### src/rtl/ifetch_pq_if.sv
// Fetch-unit bus: downstream control in, instruction memory port, and presented instruction out.
// master = the fetch unit, slave = its environment (pipeline + memory).
interface ifetch_pq_if #(
  parameter int XLEN    = 32,
  parameter int IMEM_AW = 9
);
  logic                stall;
  logic                redirect;
  logic [XLEN-1:0]     redirect_pc;
  logic                issue_nop;
  logic                imem_req;
  logic [IMEM_AW-1:0]  imem_addr;
  logic [XLEN-1:0]     imem_rdata;
  logic [XLEN-1:0]     pc_out;
  logic [XLEN-1:0]     instruction;
  logic                valid;

  modport master (
    input  stall, redirect, redirect_pc, issue_nop, imem_rdata,
    output imem_req, imem_addr, pc_out, instruction, valid
  );

  modport slave (
    output stall, redirect, redirect_pc, issue_nop, imem_rdata,
    input  imem_req, imem_addr, pc_out, instruction, valid
  );
endinterface

### src/rtl/ifetch_pq.sv
// Instruction fetch unit with a DEPTH-entry prefetch queue in front of a one-cycle-latency memory.
// Redirects flush the queue and squash the single outstanding response.
module ifetch_pq #(
  parameter int              XLEN     = 32,
  parameter int              DEPTH    = 4,
  parameter int              IMEM_AW  = 9,
  parameter logic [XLEN-1:0] RESET_PC = '0,
  parameter logic [XLEN-1:0] NOP_INSN = XLEN'(32'h00000013)
) (
  input  logic         clk,
  input  logic         reset,
  ifetch_pq_if.master  bus
);

  localparam int PW = $clog2(DEPTH);
  localparam logic [PW+1:0] DEPTH_W = (PW+2)'(DEPTH);

  typedef enum logic {BOOT = 1'b0, RUN = 1'b1} state_t;

  state_t            state_q, state_d;
  logic [XLEN-1:0]   fetch_pc_q, fetch_pc_d;
  logic              inflight_q, inflight_d;
  logic [XLEN-1:0]   inflight_pc_q, inflight_pc_d;
  logic              kill_q, kill_d;
  logic [PW-1:0]     rd_ptr_q, rd_ptr_d;
  logic [PW-1:0]     wr_ptr_q, wr_ptr_d;
  logic [PW:0]       count_q, count_d;

  logic [XLEN-1:0]   pc_mem   [DEPTH];
  logic [XLEN-1:0]   insn_mem [DEPTH];

  logic run, redir, req, push, pop, not_empty;
  logic [PW+1:0] occupancy;

  always_comb begin
    run       = (state_q == RUN);
    redir     = run && bus.redirect;
    not_empty = (count_q != '0);
    // Outstanding request counts against capacity so its response always has a slot.
    occupancy = {1'b0, count_q} + (PW+2)'(inflight_q);
    req       = run && (occupancy < DEPTH_W) && !bus.redirect;
    push      = inflight_q && !kill_q && !redir;
    pop       = run && not_empty && !bus.stall && !bus.issue_nop && !redir;

    state_d       = RUN;
    fetch_pc_d    = fetch_pc_q;
    inflight_d    = 1'b0;
    inflight_pc_d = inflight_pc_q;
    kill_d        = 1'b0;
    rd_ptr_d      = rd_ptr_q;
    wr_ptr_d      = wr_ptr_q;
    count_d       = count_q;

    if (!run) begin
      fetch_pc_d = RESET_PC;
    end else if (redir) begin
      fetch_pc_d = bus.redirect_pc & ~XLEN'(3);
      kill_d     = inflight_q;
      rd_ptr_d   = '0;
      wr_ptr_d   = '0;
      count_d    = '0;
    end else begin
      if (pop)  rd_ptr_d = rd_ptr_q + PW'(1);
      if (push) wr_ptr_d = wr_ptr_q + PW'(1);
      count_d    = count_q + (PW+1)'(push) - (PW+1)'(pop);
      inflight_d = req;
      if (req) begin
        inflight_pc_d = fetch_pc_q;
        fetch_pc_d    = fetch_pc_q + XLEN'(4);
      end
    end
  end

  always_ff @(posedge clk or posedge reset) begin
    if (reset) begin
      state_q    <= BOOT;
      fetch_pc_q <= RESET_PC;
      inflight_q <= 1'b0;
      kill_q     <= 1'b0;
      rd_ptr_q   <= '0;
      wr_ptr_q   <= '0;
      count_q    <= '0;
    end else begin
      state_q    <= state_d;
      fetch_pc_q <= fetch_pc_d;
      inflight_q <= inflight_d;
      kill_q     <= kill_d;
      rd_ptr_q   <= rd_ptr_d;
      wr_ptr_q   <= wr_ptr_d;
      count_q    <= count_d;
    end
  end

  always_ff @(posedge clk) begin
    inflight_pc_q <= inflight_pc_d;
    if (push) begin
      pc_mem[wr_ptr_q]   <= inflight_pc_q;
      insn_mem[wr_ptr_q] <= bus.imem_rdata;
    end
  end

  // Empty queue presents RESET_PC / zero so bubbles and reset have a defined pc.
  always_comb begin
    bus.imem_req    = req;
    bus.imem_addr   = fetch_pc_q[IMEM_AW+1:2];
    bus.valid       = run && (not_empty || bus.issue_nop);
    bus.pc_out      = not_empty ? pc_mem[rd_ptr_q] : RESET_PC;
    bus.instruction = (run && bus.issue_nop) ? NOP_INSN
                    : (not_empty ? insn_mem[rd_ptr_q] : '0);
  end

endmodule

### src/flat_wrapper.sv
// flat-port wrapper written by rule: the top's interface ports become plain ports
module ifetch_pq_flat 
#(
  parameter int              XLEN     = 32,
  parameter int              DEPTH    = 4,
  parameter int              IMEM_AW  = 9,
  parameter logic [XLEN-1:0] RESET_PC = '0,
  parameter logic [XLEN-1:0] NOP_INSN = XLEN'(32'h00000013)
)
  (clk, reset, bus_stall, bus_redirect, bus_redirect_pc, bus_issue_nop, bus_imem_rdata, bus_imem_req, bus_imem_addr, bus_pc_out, bus_instruction, bus_valid);
  ifetch_pq_if #(.XLEN(XLEN), .IMEM_AW(IMEM_AW)) bus_i ();
  input  logic clk;
  input  logic reset;
  input wire logic [$bits(bus_i.stall)-1:0] bus_stall;
  input wire logic [$bits(bus_i.redirect)-1:0] bus_redirect;
  input wire logic [$bits(bus_i.redirect_pc)-1:0] bus_redirect_pc;
  input wire logic [$bits(bus_i.issue_nop)-1:0] bus_issue_nop;
  input wire logic [$bits(bus_i.imem_rdata)-1:0] bus_imem_rdata;
  output wire logic [$bits(bus_i.imem_req)-1:0] bus_imem_req;
  output wire logic [$bits(bus_i.imem_addr)-1:0] bus_imem_addr;
  output wire logic [$bits(bus_i.pc_out)-1:0] bus_pc_out;
  output wire logic [$bits(bus_i.instruction)-1:0] bus_instruction;
  output wire logic [$bits(bus_i.valid)-1:0] bus_valid;
  assign bus_i.stall = bus_stall;
  assign bus_i.redirect = bus_redirect;
  assign bus_i.redirect_pc = bus_redirect_pc;
  assign bus_i.issue_nop = bus_issue_nop;
  assign bus_i.imem_rdata = bus_imem_rdata;
  assign bus_imem_req = bus_i.imem_req;
  assign bus_imem_addr = bus_i.imem_addr;
  assign bus_pc_out = bus_i.pc_out;
  assign bus_instruction = bus_i.instruction;
  assign bus_valid = bus_i.valid;
  ifetch_pq #(.XLEN(XLEN), .DEPTH(DEPTH), .IMEM_AW(IMEM_AW), .RESET_PC(RESET_PC), .NOP_INSN(NOP_INSN)) u_core (.clk(clk), .reset(reset), .bus(bus_i));
endmodule
### config.mk
export PLATFORM = sky130hd
export DESIGN_NAME = ifetch_pq_flat
export DESIGN_NICKNAME = d
export VERILOG_FILES = /design/src/rtl/ifetch_pq_if.sv /design/src/rtl/ifetch_pq.sv /design/src/flat_wrapper.sv
export SDC_FILE = /design/constraint.sdc
export NUM_CORES = 1
export LEC_CHECK = 0
export ABC_AREA = 1
export BUFFER_PORTS_ARGS = -buffer_cell sky130_fd_sc_hd__buf_2
export CORE_MARGIN = 2
export CORE_UTILIZATION = 45
export CTS_CLUSTER_SIZE = 16
export DETAILED_ROUTE_END_ITERATION = 10
export HOLD_SLACK_MARGIN = 0.15
export SLEW_MARGIN = 20
export SYNTH_ARGS = -nofsm -noshare
export SYNTH_HDL_FRONTEND = slang
export SYNTH_SLANG_ARGS = --single-unit
### constraint.sdc
create_clock -name clk -period 9.4 [get_ports clk]
set_clock_uncertainty 0.2 [all_clocks]
set_input_delay 1.88 -clock clk [delete_from_list [all_inputs] [get_ports clk]]
set_output_delay 1.88 -clock clk [all_outputs]
set_load 0.01 [all_outputs]
==> flow_summary.yaml, run 1 <==
yosys:
  yosys.area.top_type: "edfxtp_1"
  synth.yosys.seq_area_share_pct: 69.6
  synthXorXnorAreaFrac_pct: 0.261
  ys_warn_count: 0
  synth_seq_cells: 318
  synth_common_cells: "323 x nor2_1, 278 x edfxtp_1, 153 x nand2_1, 138 x o21ai_0, 77 x a21oi_1"
  synth_edf_count: 278
  synthAdderAreaFrac_pct: 0.894
  yosys.cell_count.top_type: "nor2_1"
  synth_flop_cell: "edfxtp_1"
  yosys.area_share.simple_pct: 16.5
  yosys-top-cells-area: "edfxtp_1 62%, nor2_1 9.0%, dfrtp_1 7.4%, o21ai_0 5.1%, nand2_1 4.3%"
  yosysTopAreaCellShare_pct: 62.1
  syn_inst: 1228
  synth_compound_area_share_pct: 8.80
  ys_types: 36
  synthArstFlopShare_pct: 12.6
  syn_area_um2: 13400
  syn_area_per_cell_um2: 10.9
  synth_top_family_by_area: "simple AND/OR/NAND/NOR gates"
  synth.area.mux_share_pct: 0
drt:
  first_pass_iters: 5
  drtIter0Drc: 532
  drc: 0
  routed_wl_um: 30500
  routed_via_density: 5.17
  vias: 9114
  wl_per_cell_um: 17.3
  ant_nets: 0
grt:
  grt_max_degree: 97
  gr-total-overflow: 0
  grt_pass1_vias: 8506
  grt_first_pass_wirelength_um: 46700
  track_usage_pct: 19.5
  antenna_found_initial: 0
timing:
  tightest_slew_ps: 1040
  setup_viol: 0
  period_minus_slack_ps: 5230
  clock.fmax_mhz: 191
  hold_viol: 0
  fin_crit_sh_pct: 55.6
  maxSlewViolCount: 0
  fin_ws_ps: 4170
  maxSlewHeadroom_pct: 30.7
  rsz0062_at_grt: "false"
  timing.setup.tns_ps: 0
critical_path:
  cp_num_buf_inv: 3
  cp-end-kind: "output port"
  path_cells: "inv_2, buf_4, nand2_1, a221o_1, nand2_1, buf_2"
  arrival_ps: 3150
  critical_path.max_stage_delay_ps: 750
  cpLargestDelayFamily: "buffers and inverters"
  crit_slowest_cell: "buf_4"
  crit_path_start_kind: "flop"
  path_class: "reg -> out"
  crit_required_ps: 7320
  crit_top_cell: "nand2_1"
  cp_max_fo: 89
clock_tree:
  postCtsHoldBufs: 0
  htree_levels: 2
  clk_pin_slew_ps: 60
  root_buffer: "clkbuf_16"
  clk_latency_ps: 510
  ctsResizeCount: 0
  post-cts-setup-buffer-count: 0
  cts_buffers: 34
  clock_sinks: 318
  cts_tree: "built"
  clk_path_buf_depth: 3
floorplan:
  start_util_pct: 45.5
  die_x_um: 177
  dieArea_um2: 31300
  io_pins: 144
  core_um2: 29600
  dieHeight_um: 177
  fp-row-count: 63
placement:
  hpwlAfterDp_um: 18100
  io_buffers: 139
  place_congestion: 0.904
  place_area_um2: 14400
  dp_slack_ps: 3670
min_path:
  hp-class: "reg -> reg"
layout:
  nNetsFinal: 1427
  finalInstanceArea_um2: 15600
  insertedDiodeCount: 0
  final_util_pct: 52.6
  syn_to_final_growth_pct: 15.7
  drive_above_1_share_pct: 16.7
flow_run:
  maxCapViolations: 0
power:
  seqPwrFrac_pct: 47.3
  p_switching_uw: 919
  switching_share_pct: 26.4
  max-vdd-ir-drop_uv: 113
  total_power_mw: 3.48
  p_int_mw: 2.56
  power.density_nw_per_um2: 224
  combinationalPowerShare_pct: 14.5
  leakage_nw: 5.84
  clkPwrFrac_pct: 38.2
outcome:
  outcome: "completed"
==> final timing paths <==
path,slack (ps),to,startpoint,depth (start not counted)
worst min register to register,300,u_core.pc_mem[1][21]$_DFFE_PP_,u_core.inflight_pc_q[21]$_DFFE_PP_,0
worst max register to register,5210,u_core.insn_mem[2][27]$_DFFE_PP_,u_core.run$_DFF_PP0_,6
max in group asynchronous,7280,u_core.rd_ptr_q[0]$_DFFE_PP0P_,reset,3
worst max-delay path,4170,bus_instruction[0],u_core.rd_ptr_q[0]$_DFFE_PP0P_,6
min in group asynchronous,1290,u_core.fetch_pc_q[21]$_DFFE_PP0P_,reset,3
worst min-delay path,300,u_core.pc_mem[1][21]$_DFFE_PP_,u_core.inflight_pc_q[21]$_DFFE_PP_,0
==> cells by family (layout without fill, tap and decap cells) <==
kind of cell	count (synthesis)	after routing
compound gates	230	230
buf+inv	121	265
xor+xnor	4	4
simple gates	544	544
flops	318	318
other cells	2	3
fa+ha+maj	9	9
==> layout make-up <==
type	count	area [um^2]
fillers	2579	14000
flip-flops and latches	318	9350
multi-input cells	790	3590
clock buffers	44	960
repair buffers	151	786
well taps	390	488
inverters	54	205
clock inverters	16	169
==> sequential cells by signal, summed over array words and instances (netlist names) <==
signal and cells:
u_core.pc_mem 120, u_core.insn_mem 128, u_core.fetch_pc_q 30, u_core.count_q 3
u_core.rd_ptr_q 2, u_core.kill_q 1, u_core.inflight_pc_q 30, u_core.run 1
u_core.inflight_q 1, u_core.wr_ptr_q 2
==> layer usage <==
metal / track usage (%) / part of all wire (%) / routed length (um) / vias up
met4: 6.54 / 2.7 / 837 / 0
met5: 0 / 0 / 0 / -
li1: - / - / - / 4434
met3: 3.31 / 6.0 / 1820 / 51
met1: 26.5 / 44 / 13400 / 4358
met2: 32.1 / 47 / 14500 / 271
==> placed cells by master, fill, tap and decap left out, types with 7 or more instances in the layout <==
master / instances
a21oi_1: 77
buf_2: 139
buf_4: 12
clkbuf_16: 35
dfrtp_1: 38
edfxtp_1: 278
ha_1: 8
inv_1: 50
nand2_1: 153
nand3_1: 40
nor2_1: 319
nor2_2: 7
o21ai_0: 138
==> metrics by stage <==
step                      instances  hold WS (ps)
final                          1763           297
after global routing           1763           305
after CTS                      1763           285
after detailed placement       1703           284
after global placement         1703           275
after floorplan                1229           259
==> worst reg2reg max path, stage by stage, from the launching register on <==
cell	delay, ps
dfrtp_1	520
nand2_1	720
inv_1	520
nor2_1	280
inv_1	210
nor2_4	760
buf_4	610
==> power groups by stage <==
stage	registers, mW	clock network (mW)	logic (mW)
3_5_place_dp	1.68	0	0.513
3_3_place_gp	1.67	0	0.508
4_1_cts	1.65	1.36	0.515
6_report	1.65	1.33	0.505
2_1_floorplan	1.65	0	0.338
5_1_grt	1.65	1.42	0.569
(Power assumes the default switching activity.)
==> inputs of run 2 (changes only) <==
PLACE_DENSITY = 0.66   (was unset)
clock period = 4.6 ns   (was 9.4 ns; I/O delays follow)
==> run 2 against run 1 <==
Net effect:
- cell area increased by 0.55%
- routed wire length up 2.0%
- non-clock buffer count is 9 higher
- largest cell class unchanged
==> flow_summary.yaml, run 2 (synthesized netlist as in run 1, its figures left out) <==
power:
  power.density_nw_per_um2: 452
  max-vdd-ir-drop_uv: 239
  leakage_nw: 5.89
clock_tree:
  clk_path_buf_depth: 3
  ctsResizeCount: 0
  postCtsHoldBufs: 0
  cts_buffers: 34
  cts_tree: "built"
  clock_sinks: 318
  root_buffer: "clkbuf_16"
  post-cts-setup-buffer-count: 0
  htree_levels: 2
  clk_latency_ps: 510
  clk_pin_slew_ps: 60
timing:
  maxSlewHeadroom_pct: 41.9
  maxSlewViolCount: 0
  fin_crit_sh_pct: 86.0
  hold_viol: 0
  tightest_slew_ps: 872
  period_minus_slack_ps: 3960
  setup_viol: 0
  timing.setup.tns_ps: 0
  rsz0062_at_grt: "false"
  clock.fmax_mhz: 253
drt:
  vias: 9189
  drtIter0Drc: 708
  routed_wl_um: 31100
  ant_nets: 0
  routed_via_density: 5.19
  first_pass_iters: 5
  drc: 0
  wl_per_cell_um: 17.6
outcome:
  outcome: "completed"
grt:
  grt_first_pass_wirelength_um: 47400
  antenna_found_initial: 0
  gr-total-overflow: 0
  grt_pass1_vias: 8789
  grt_max_degree: 70
  track_usage_pct: 19.7
min_path:
  whs_endpoint: "u_core.pc_mem[3][7]$_DFFE_PP_"
  min_from: "u_core.inflight_pc_q[7]$_DFFE_PP_"
  hp-class: "reg -> reg"
  holdPathStages: 0
floorplan:
  fp-row-count: 63
  die_x_um: 177
  dieArea_um2: 31300
  dieHeight_um: 177
  start_util_pct: 45.5
  io_pins: 144
  core_um2: 29600
placement:
  place_congestion: 0.895
  hpwlAfterDp_um: 19000
  placed_cells: 1712
  io_buffers: 139
layout:
  regMostFlops: "u_core.insn_mem"
  final_cells: 1771
  largestRegisters: "u_core.insn_mem: 128 flops, u_core.pc_mem: 120 flops"
  drive_above_1_share_pct: 17.0
  largest_reg_flops: 128
  layout_commonest_cell: "nor2_1"
  nNetsFinal: 1436
  layout_common_cells: "319 x nor2_1, 278 x edfxtp_1, 153 x nand2_1, 139 x buf_2, 138 x o21ai_0"
  syn_to_final_growth_pct: 16.4
  insertedDiodeCount: 0
critical_path:
  ff2ff_path_depth: 7
  path_cells: "buf_4, a21oi_1, a221o_1, nand2_1, buf_2"
  timing.rr.start: "u_core.run$_DFF_PP0_"
  crit_slowest_cell: "dfrtp_4"
  cp-end-kind: "output port"
  arrival_ps: 2840
  crit_path_start_kind: "flop"
  ff2ff_setup_slack_ps: 1540
  critical_path.max_stage_delay_ps: 970
  timing.rr.end: "u_core.pc_mem[2][16]$_DFFE_PP_"
  cp_max_fo: 69
  crit_required_ps: 3480
  path_class: "reg -> out"
flow_run:
  maxCapViolations: 0
-- run 2: changes by cell type in the layout (fill, tap and decap cells not counted) --
| cell | delta |
|---|---|
| clkbuf_1 | +1 |
| inv_6 | -2 |
| clkinv_2 | +2 |
| clkinvlp_4 | -2 |
| bufinv_16 | -1 |
| clkinv_1 | +1 |
| buf_12 | +5 |
| buf_4 | +4 |
-- run 2: worst max path at each step --
stage	from	endpoint	slack, ps	cells after the start
2_1_floorplan	bus_redirect	u_core.insn_mem[0][0]$_DFFE_PP_	-60	5
3_3_place_gp	bus_redirect	u_core.pc_mem[2][16]$_DFFE_PP_	1000	8
3_5_place_dp	bus_redirect	u_core.pc_mem[2][17]$_DFFE_PP_	1010	8
4_1_cts	u_core.rd_ptr_q[0]$_DFFE_PP0P_	bus_instruction[0]	600	5
5_1_grt	u_core.rd_ptr_q[0]$_DFFE_PP0P_	bus_instruction[1]	450	5
6_report	u_core.rd_ptr_q[0]$_DFFE_PP0P_	bus_instruction[0]	640	5
-- run 2: report_power, final --
part	switching, mW	leakage [nW]	internal [mW]	total, mW
logic	0.691	2.29	0.341	1.03
clock network	1.06	0.533	1.58	2.64
registers	0.126	3.07	3.27	3.39
-- run 2: cell type report --
type / count / area, um^2
tap: 390 / 488
sequential: 318 / 9350
inverter: 54 / 205
fill: 2568 / 13900
clock inverter: 14 / 120
timing repair buffer: 160 / 916
multi-input combinational: 790 / 3590
clock buffer: 45 / 963
-- run 2: worst max-delay path, delay by kind of cell, from the launching register on --
| family | cells | cell delay, ps |
|---|---|---|
| and+or+nand+nor | 1 | 90 |
| AOI/OAI and AO/OA | 2 | 470 |
| DFF | 1 | 970 |
| buffers and inverters | 2 | 790 |
-- run 2: stage by stage --
step	utilization (%)	hold slack [ps]	total power [mW]	worst slack, ps	instance area [um^2]
floorplan	-	259	4.07	-64.9	13400
global placement	49.2	273	4.47	1000	14600
detailed placement	49.2	277	4.50	1010	14600
CTS	52.9	287	7.13	602	15600
global route	52.9	304	7.38	447	15600
finish	52.9	291	7.07	643	15600
-- run 2: metal layers --
layer / wire length [um] / GRT usage, %
met3: 1830 / 3.35
met4: 880 / 6.89
met1: 13400 / 25.5
met5: 0 / 0
met2: 15000 / 33.8
==> inputs of run 3 (changes only) <==
PLACE_DENSITY = unset   (was 0.66)
clock period = 4.3 ns   (was 4.6 ns; I/O delays follow)
==> run 3 against run 2 <==
Net effect:
- critical path depth is the same
- clock power grew 2%
- count of clock-buffer cells in the layout decreased by 2
- critical path type unchanged
==> flow_summary.yaml, run 3 (synthesized netlist as in run 1, its figures left out) <==
drt:
  drtIter0Drc: 683
  vias: 9093
  routed_via_density: 5.15
  wl_per_cell_um: 17.4
  drc: 0
  first_pass_iters: 5
  ant_nets: 0
  routed_wl_um: 30800
placement:
  place_congestion: 0.887
  dp_slack_ps: 1270
  io_buffers: 139
  hpwlAfterDp_um: 17800
  place_area_um2: 14500
  placed_cells: 1709
timing:
  fin_ws_ps: 940
  setup_viol: 0
  period_minus_slack_ps: 3360
  rsz0062_at_grt: "false"
  maxSlewViolCount: 0
  clock.fmax_mhz: 298
  hold_viol: 0
  maxSlewHeadroom_pct: 41.0
  fin_crit_sh_pct: 78.1
  timing.setup.tns_ps: 0
  tightest_slew_ps: 885
layout:
  layout_commonest_cell: "nor2_1"
  largestRegisters: "u_core.insn_mem: 128 flops, u_core.pc_mem: 120 flops"
  drive_above_1_share_pct: 16.6
  regMostFlops: "u_core.insn_mem"
  insertedDiodeCount: 0
  final_cells: 1767
  finalInstanceArea_um2: 15500
  syn_to_final_growth_pct: 15.7
  layout_common_cells: "319 x nor2_1, 278 x edfxtp_1, 153 x nand2_1, 139 x buf_2, 138 x o21ai_0"
  multiInputGateArea_um2: 3590
  largest_reg_flops: 128
  register_area_um2: 9350
  fillerInstances: 2592
  nNetsFinal: 1433
outcome:
  outcome: "completed"
power:
  switching_share_pct: 26.7
  seqPwrFrac_pct: 48.2
  p_switching_mw: 1.98
  power.density_nw_per_um2: 477
  p_int_mw: 5.44
  leakage_nw: 5.84
  combinationalPowerShare_pct: 15.5
  max-vdd-ir-drop_uv: 262
  clkPwrFrac_pct: 36.2
clock_tree:
  post-cts-setup-buffer-count: 0
  htree_levels: 2
  clk_latency_ps: 510
  cts_buffers: 34
  clock_sinks: 318
  postCtsHoldBufs: 0
  clk_path_buf_depth: 3
  root_buffer: "clkbuf_16"
  ctsResizeCount: 0
  cts_tree: "built"
  clk_pin_slew_ps: 60
flow_run:
  maxCapViolations: 0
critical_path:
  crit_required_ps: 3240
  arrival_ps: 2300
  crit_path_start_kind: "flop"
  path_class: "reg -> out"
  cp-end-kind: "output port"
  cp_max_fo: 74
floorplan:
  core_um2: 29600
  io_pins: 144
  fp-row-count: 63
  dieArea_um2: 31300
  dieHeight_um: 177
  die_x_um: 177
  start_util_pct: 45.5
grt:
  grt_first_pass_wirelength_um: 47100
  antenna_found_initial: 0
  gr-total-overflow: 0
  grt_pass1_vias: 8598
  grt_max_degree: 126
  track_usage_pct: 19.6
min_path:
  hp-class: "in -> async"
run 3: worst paths after layout:
path	startpoint	end	slack, ps	depth (start not counted)
setup / recovery	u_core.rd_ptr_q[0]$_DFFE_PP0P_	bus_pc_out[29]	940	5
hold / removal	reset	u_core.fetch_pc_q[14]$_DFFE_PP0P_	230	2
setup reg to reg	u_core.run$_DFF_PP0_	u_core.pc_mem[2][27]$_DFFE_PP_	1790	6
hold reg to reg	u_core.inflight_pc_q[5]$_DFFE_PP_	u_core.pc_mem[3][5]$_DFFE_PP_	290	0
max in group asynchronous	reset	u_core.fetch_pc_q[19]$_DFFE_PP0P_	3020	3
min in group clk	u_core.inflight_pc_q[5]$_DFFE_PP_	u_core.pc_mem[3][5]$_DFFE_PP_	290	0
run 3: area by class of cell:
type,count,area share [%]
clock buffers,43,5.96
clock inverters,15,0.628
inverters,54,1.32
multi-input cells,790,23.1
flip-flops and latches,318,60.2
well taps,390,3.14
repair buffers,157,5.67
run 3: metrics by stage:
step / total power [mW] / hold slack, ps / util (%)
floorplan: 4.35 / 259 / -
global placement: 4.79 / 276 / 49.1
detailed placement: 4.81 / 282 / 49.1
CTS: 7.51 / 245 / 52.6
global route: 7.77 / 282 / 52.6
finish: 7.42 / 230 / 52.6
run 3: worst max-delay path, stage by stage (launching register included):
cell     delay [ps]
dfrtp_4         490
inv_2            60
buf_4           550
o21ai_0         230
a21oi_1         290
buf_2           180
run 3: metal layers:
layer | wire length [um] | vias to the layer above | GRT usage (%) | part of all wire [%]
li1 | - | 4444 | - | -
met1 | 13900 | 4347 | 26.8 | 45
met2 | 14600 | 260 | 32.6 | 47
met3 | 1730 | 42 | 3.41 | 5.6
met4 | 576 | 0 | 5.37 | 1.9
met5 | 0 | - | 0 | 0
run 3: power groups by stage:
stage / clock (mW) / combinational [mW] / sequential (mW)
after floorplan: 0 / 0.738 / 3.61
after global routing: 2.88 / 1.30 / 3.59
final: 2.69 / 1.15 / 3.58
after detailed placement: 0 / 1.17 / 3.64
after CTS: 2.76 / 1.18 / 3.58
after global placement: 0 / 1.16 / 3.64
